File: config.mk
export PLATFORM = sky130hd
export DESIGN_NAME = change_dispenser
export DESIGN_NICKNAME = d
export VERILOG_FILES = /design/src/rtl/change_dispenser.sv
export SDC_FILE = /design/constraint.sdc
export NUM_CORES = 1
export LEC_CHECK = 0
export BUFFER_PORTS_ARGS = -buffer_cell sky130_fd_sc_hd__buf_4
export CORE_MARGIN = 5
export CORE_UTILIZATION = 48
export DETAILED_ROUTE_END_ITERATION = 16
export PLACE_DENSITY = 0.75
export SYNTH_ARGS = -nofsm -noshare
export SYNTH_HDL_FRONTEND = slang
export SYNTH_SLANG_ARGS = --single-unit
File: constraint.sdc
create_clock -name clk -period 2.2 [get_ports clk]
set_input_delay 0.11 -clock clk [delete_from_list [all_inputs] [get_ports clk]]
set_output_delay 0.11 -clock clk [all_outputs]
set_load 0.01 [all_outputs]
File: src/rtl/change_dispenser.sv
// Coin-by-coin change payout: greedy largest-available-coin selection with a
// four-phase req/ack handshake to the hopper and a bounded wait for each ack.
module change_dispenser #(
    parameter int W           = 8,
    parameter int COIN_L      = 25,
    parameter int COIN_M      = 10,
    parameter int COIN_S      = 5,
    parameter int ACK_TIMEOUT = 15
) (
    input  logic         clk,
    input  logic         rst,
    input  logic         start,
    input  logic [W-1:0] amount,
    input  logic         empty_l,
    input  logic         empty_m,
    input  logic         empty_s,
    input  logic         coin_ack,
    output logic         coin_req,
    output logic [1:0]   coin_sel,
    output logic         busy,
    output logic         done,
    output logic         err,
    output logic [W-1:0] remainder
);

    typedef enum logic [2:0] {
        S_IDLE,
        S_SELECT,
        S_REQ,
        S_RELEASE,
        S_DONE,
        S_ERROR
    } state_t;

    localparam int CW = $clog2(ACK_TIMEOUT + 1);
    localparam logic [W-1:0]  VAL_L    = W'(COIN_L);
    localparam logic [W-1:0]  VAL_M    = W'(COIN_M);
    localparam logic [W-1:0]  VAL_S    = W'(COIN_S);
    localparam logic [CW-1:0] CNT_LAST = CW'(ACK_TIMEOUT - 1);

    state_t        state, state_n;
    logic [W-1:0]  rem, rem_n;
    logic [1:0]    sel, sel_n;
    logic [CW-1:0] cnt, cnt_n;
    logic [W-1:0]  sel_val;

    always_comb begin
        case (sel)
            2'd2:    sel_val = VAL_L;
            2'd1:    sel_val = VAL_M;
            default: sel_val = VAL_S;
        endcase
    end

    always_ff @(posedge clk or posedge rst) begin
        if (rst) begin
            state <= S_IDLE;
            rem   <= '0;
            sel   <= 2'd0;
            cnt   <= '0;
        end else begin
            state <= state_n;
            rem   <= rem_n;
            sel   <= sel_n;
            cnt   <= cnt_n;
        end
    end

    always_comb begin
        state_n = state;
        rem_n   = rem;
        sel_n   = sel;
        cnt_n   = cnt;
        case (state)
            S_IDLE: begin
                if (start) begin
                    rem_n   = amount;
                    state_n = S_SELECT;
                end
            end
            S_SELECT: begin
                // Hopper empty flags matter only here; a coin already requested
                // is not withdrawn if its hopper reports empty later.
                if (rem == '0) begin
                    state_n = S_DONE;
                end else if (!empty_l && (VAL_L <= rem)) begin
                    sel_n   = 2'd2;
                    cnt_n   = '0;
                    state_n = S_REQ;
                end else if (!empty_m && (VAL_M <= rem)) begin
                    sel_n   = 2'd1;
                    cnt_n   = '0;
                    state_n = S_REQ;
                end else if (!empty_s && (VAL_S <= rem)) begin
                    sel_n   = 2'd0;
                    cnt_n   = '0;
                    state_n = S_REQ;
                end else begin
                    state_n = S_ERROR;
                end
            end
            S_REQ: begin
                if (coin_ack) begin
                    rem_n   = rem - sel_val;
                    state_n = S_RELEASE;
                end else if (cnt == CNT_LAST) begin
                    state_n = S_ERROR;
                end else begin
                    cnt_n = cnt + CW'(1);
                end
            end
            S_RELEASE: begin
                if (!coin_ack) begin
                    state_n = S_SELECT;
                end
            end
            S_DONE:  state_n = S_IDLE;
            S_ERROR: state_n = S_IDLE;
            default: state_n = S_IDLE;
        endcase
    end

    assign coin_req  = (state == S_REQ);
    assign coin_sel  = sel;
    assign busy      = (state != S_IDLE);
    assign done      = (state == S_DONE);
    assign err       = (state == S_ERROR);
    assign remainder = rem;

endmodule

======== Yosys cells after proc, flatten, opt, wreduce, memory -nomap -nowiden ========
Cells that the tools add are included.
word-level totals
  input bits .............................. 15
  output and inout port bits .............. 14
  logic and storage cells ................. 65
  bits in registers ....................... 17
cells by class
  multiplexer cells ....................... 23
  $add $sub $neg .......................... 2
  reductions and logical operators ........ 16
  equal/unequal tests ..................... 16
  order comparisons ....................... 3
  bitwise logic cells ..................... 1
operators with widths
  operator                                                              number
  3-bit two-way mux                                                     8
  4-bit two-way mux                                                     6
  8-bit two-way mux                                                     2
  8-bit one-hot mux with 2 select lines                                 1
  2-bit != test, second input constant                                  6
  3-bit one-hot mux with 4 select lines                                 1
  5-bit one-hot mux with 2 select lines                                 1
  3-bit AND reduction                                                   3
  3-bit by 8-bit <= comparator with 1-bit output, first input constant  1
  4-bit by 8-bit <= comparator with 1-bit output, first input constant  1
  5-bit by 8-bit <= comparator with 1-bit output, first input constant  1
  8-bit zero test                                                       1
  4-bit one-hot mux with 2 select lines                                 1
  8-bit subtractor                                                      1
  3-bit by 2-bit == test with 1-bit output, second input constant       2
  3-bit == test, second input constant                                  2
  2-bit two-way mux                                                     3
  3-bit nonzero test                                                    2
  5-bit AND reduction                                                   1
  4-bit by 1-bit adder with 4-bit output, second input constant         1
  4-bit == test, second input constant                                  1
  4-bit != test, second input constant                                  1
  2-bit nonzero test                                                    2
  3-bit by 1-bit == test with 1-bit output, second input constant       1
  7 further kinds                                                       11

======== Logic depth before layout (Yosys ltp) ========
  depth in word-level cells ............... 7
  gate-level depth with buffers ........... 11
  depth with buffers taken out ............ 11

======== Least setup slack after synthesis ========
Ideal clock, no wire load.
  kind .................................... register -> register
  start ................................... register sel[1], in the netlist coin_sel[1]
  end ..................................... register rem[6], in the netlist remainder[6]
  required time ........................... 2120 ps
  setup slack ............................. 50 ps
  buffers on the path ..................... 0
  period minus slack after synthesis ...... 2150 ps
  cell stages (with the launch flop) ...... 12
  library setup time ...................... 80 ps
  arrival ................................. 2071 ps
  cell sequence ........................... dfrtp_1 inv_1 ha_1 inv_1 ha_1 inv_1 fa_1 a21o_1 a21oi_1 o21ai_0 a21oi_1 a2bb2oi_1
on the way
  cells in the longest elaborated chain, start to end .. 5
  elaborated cells between the ends (all ways) .. 6
  classes of those cells .................. add/sub (1); eq/ne (2); mux (3)
ends and longest elaborated chain
  what                                                                       line  RTL
  start: declaration                                                         43    logic [1:0] sel, sel_n;
  start signal: assignment                                                   64    sel <= sel_n;
  2-bit by 1-bit == test with 1-bit output or 2-bit == test (tied branches)  48    case (sel)
  5-bit one-hot mux with 2 select lines *                                    48
  8-bit subtractor *                                                         104   rem_n = rem - sel_val;
  8-bit two-way mux *                                                        103   if (coin_ack) begin
  8-bit one-hot mux with 2 select lines *                                    74    case (state)
  end signal: assignment                                                     63    rem <= rem_n;
  end: declaration                                                           42    logic [W-1:0] rem, rem_n;
Mark *: on every way between the ends. The rest lies on a longest branch, timed or not. The select of a mux whose other input is x is not followed.
A chain may end at the register's enable or synchronous reset.

======== Final worst setup path ========
  start ................................... register sel[0], in the netlist coin_sel[0]
  end ..................................... register rem[5], in the netlist remainder[5]
Same word-level chain as after synthesis.

==> out/metrics.yaml <==
status: "complete, no violations"
n_antenna_cell: 0
p_total_w: 0.00289
grt_usage_pct: 18.9
critPathCaptureType: "flop"
cts_root_buffer: "clkbuf_4"
fin_nets: 203
p_leak_nw: 0.766
drtAntennaViolNets: 0
cts_buffers: 3
postSynth.asyncResetShare_pct: 100
cts.sinks: 17
rows: 18
r2r_slack_ns: 0.08
synth_enable_flop_cells: 0
yosys_most_used_dff: "dfrtp_1"
hold_class: "in2reg"
multiInputGateArea_sq_um: 856
slew_violations: 0
drc: 0
htreeDepth: 1
synth_cells: 139
avgSynthCellArea_sq_um: 9.06
cts_tree: "yes"
seq_area_frac_synth_pct: 33.8
cts_max_path_buffers: 2
syn_nets: 164
grt_pass1_wl_um: 5240
seq_area_sq_um: 425
nFillCells: 198
max_freq_ghz: 0.471
die_area_sq_mm: 0.00375
synth_seq_cells: 17
slew_headroom_pct: 53.9
p_per_area_mw_per_mm2: 1710
grt_start_max_net_pins: 18
crit_type: "reg2reg"
finalCritPeriodShare_pct: 96.4
core_area_sq_mm: 0.00250
placed_cell_area_sq_mm: 0.00153
fin_crit_ns: 2.12
grt_pass1_vias: 1180
finalSetupViolCount: 0
vias: 1209
syn2layout_area_growth_pct: 34.7
tightest_slew_ns: 0.691
max-vdd-ir-drop_mv: 1.27
die_y_um: 61.2
clk_latency_ns: 0.31
skew_ns: 0.00404
wl_per_cell_um: 17.4
initial_core_util_pct: 50.4
finalHoldViolations: 0
netlist_area_sq_mm: 0.00126
cap_violations: 0
antenna_found_initial: 0
final-instance-count-excl-fill: 207
drt_iter0_drc: 38
io_pins: 29
grt_setup_unrepaired: "true"
dpl.cell_count: 198
ys_types: 47
worstPathMaxFanout: 4
clk_pin_slew_worst_paths_ns: 0.11
routabilityCongestion: 0.850
fp.dieW_um: 61.2
synth.top_cell.area_share_pct: 33.8
drive_gt1_share_pct: 37.3
yosysTopAreaCell: "dfrtp_1"
wirelength_um: 3600
grt_overflow: 0
netlist_top_cells_area: "dfrtp_1 (34%), ha_1 (8.9%), inv_1 (3.9%), nor2_1 (3.3%), nand2_1 (3.0%)"
yosys_warnings: 0
start_kind: "flop"
drt_first_pass_iters: 4
final_area_sq_mm: 0.00170
via_per_inst: 5.84
crit_required_ns: 2.40
critPathArrivalTime_ns: 2.32
dp_hpwl_um: 2370
port_buffers: 28
## kinds of logic after synthesis
family | Yosys count | synth area share (%)
compound gates | 44 | 25.5
xor+xnor | 4 | 2.78
fa+ha+maj | 10 | 10.5
buf+inv | 19 | 6.26
flops | 17 | 33.8
mux | 1 | 0.794
simple gates | 44 | 20.4
## state kept, by name (all words and copies together) (netlist names)
signal / cells
state: 3
cnt: 4
remainder: 8
coin_sel: 2
## report_power, final
group / total [W] / internal, W / leakage [nW] / switching [W]
clock network: 0.000183 / 0.0000710 / 0.0150 / 0.000112
logic: 0.00200 / 0.00101 / 0.544 / 0.000987
registers: 0.000714 / 0.000443 / 0.207 / 0.000271
## metrics by stage
step | setup slack, ns | hold slack (ns) | setup TNS, ns | util [%]
4_1_cts | 0.00157 | 0.0175 | 0 | 63.0
3_3_place_gp | 0.0682 | 0.247 | 0 | 61.1
6_report | 0.0790 | 0.0220 | 0 | 67.9
5_1_grt | -0.0155 | 0.0342 | -0.0199 | 67.9
3_5_place_dp | -0.00944 | 0.274 | -0.00944 | 61.1
2_1_floorplan | 0.0499 | 0.0361 | 0 | -
## final timing paths
kind / start / endpoint / cells past startpoint
hold reg to reg: cnt[3] / cnt[3] / 1
hold / removal: coin_ack / state[2] / 2
setup reg to reg: coin_sel[0] / remainder[5] / 10
min in group asynchronous: rst / remainder[5] / 3
max in group asynchronous: rst / remainder[4] / 3
setup / recovery: coin_sel[0] / remainder[5] / 10
## worst max-delay path, cell delays in order (launching register included)
cell	delay [ns]
dfrtp_1	0.44
ha_2	0.21
inv_2	0.08
buf_6	0.11
ha_4	0.18
nor2b_4	0.12
o31a_1	0.31
o21ai_2	0.21
buf_4	0.15
o2bb2ai_1	0.10
a21oi_1	0.09
## cell type report
class	instances	share of cell area, %
multi-input combinational	103	50.4
sequential	17	25.1
timing repair buffer	39	17.6
inverter	14	3.10
tap	30	2.21
clock buffer	4	1.55
## metal layers
| layer | part of all wire (%) | vias to the layer above | global-route usage (%) | wire (um) |
|---|---|---|---|---|
| li1 | - | 578 | - | - |
| met1 | 41 | 586 | 23.4 | 1490 |
| met2 | 52 | 41 | 32.3 | 1870 |
| met3 | 5.9 | 4 | 5.03 | 214 |
| met4 | 0.64 | 0 | 4.95 | 23 |
| met5 | 0 | - | 0 | 0 |
## timing repair
action | CTS | global route
endpoints found under the setup margin | 2 | 4
buffers inserted | 1 | 3
resized for setup | 1 | 18
pin swaps | 0 | 7
hold endpoints to repair | 17 | 0
hold buffers | 1 | 0
## cells in the mapped netlist (3+ instances only)
cell / n
dfrtp_1: 17
inv_1: 13
nor2_1: 11
nand2_1: 10
ha_1: 9
o21ai_0: 7
a21oi_1: 6
nor3_1: 4
o21ai_1: 4
o2bb2ai_1: 4
a311oi_1: 3
a31oi_1: 3
buf_2: 3
xnor2_1: 3
## cells in the final DEF (no fill, tap or decap), types with 4 or more instances in the layout
cell type,n
nand2_1,10
ha_4,5
nor3_1,4
inv_1,11
o2bb2ai_1,4
o21ai_0,6
o21ai_1,4
a21oi_1,5
nor2_1,11
dfrtp_1,17
buf_4,37
Note: power is estimated with default switching activity, not from simulation.
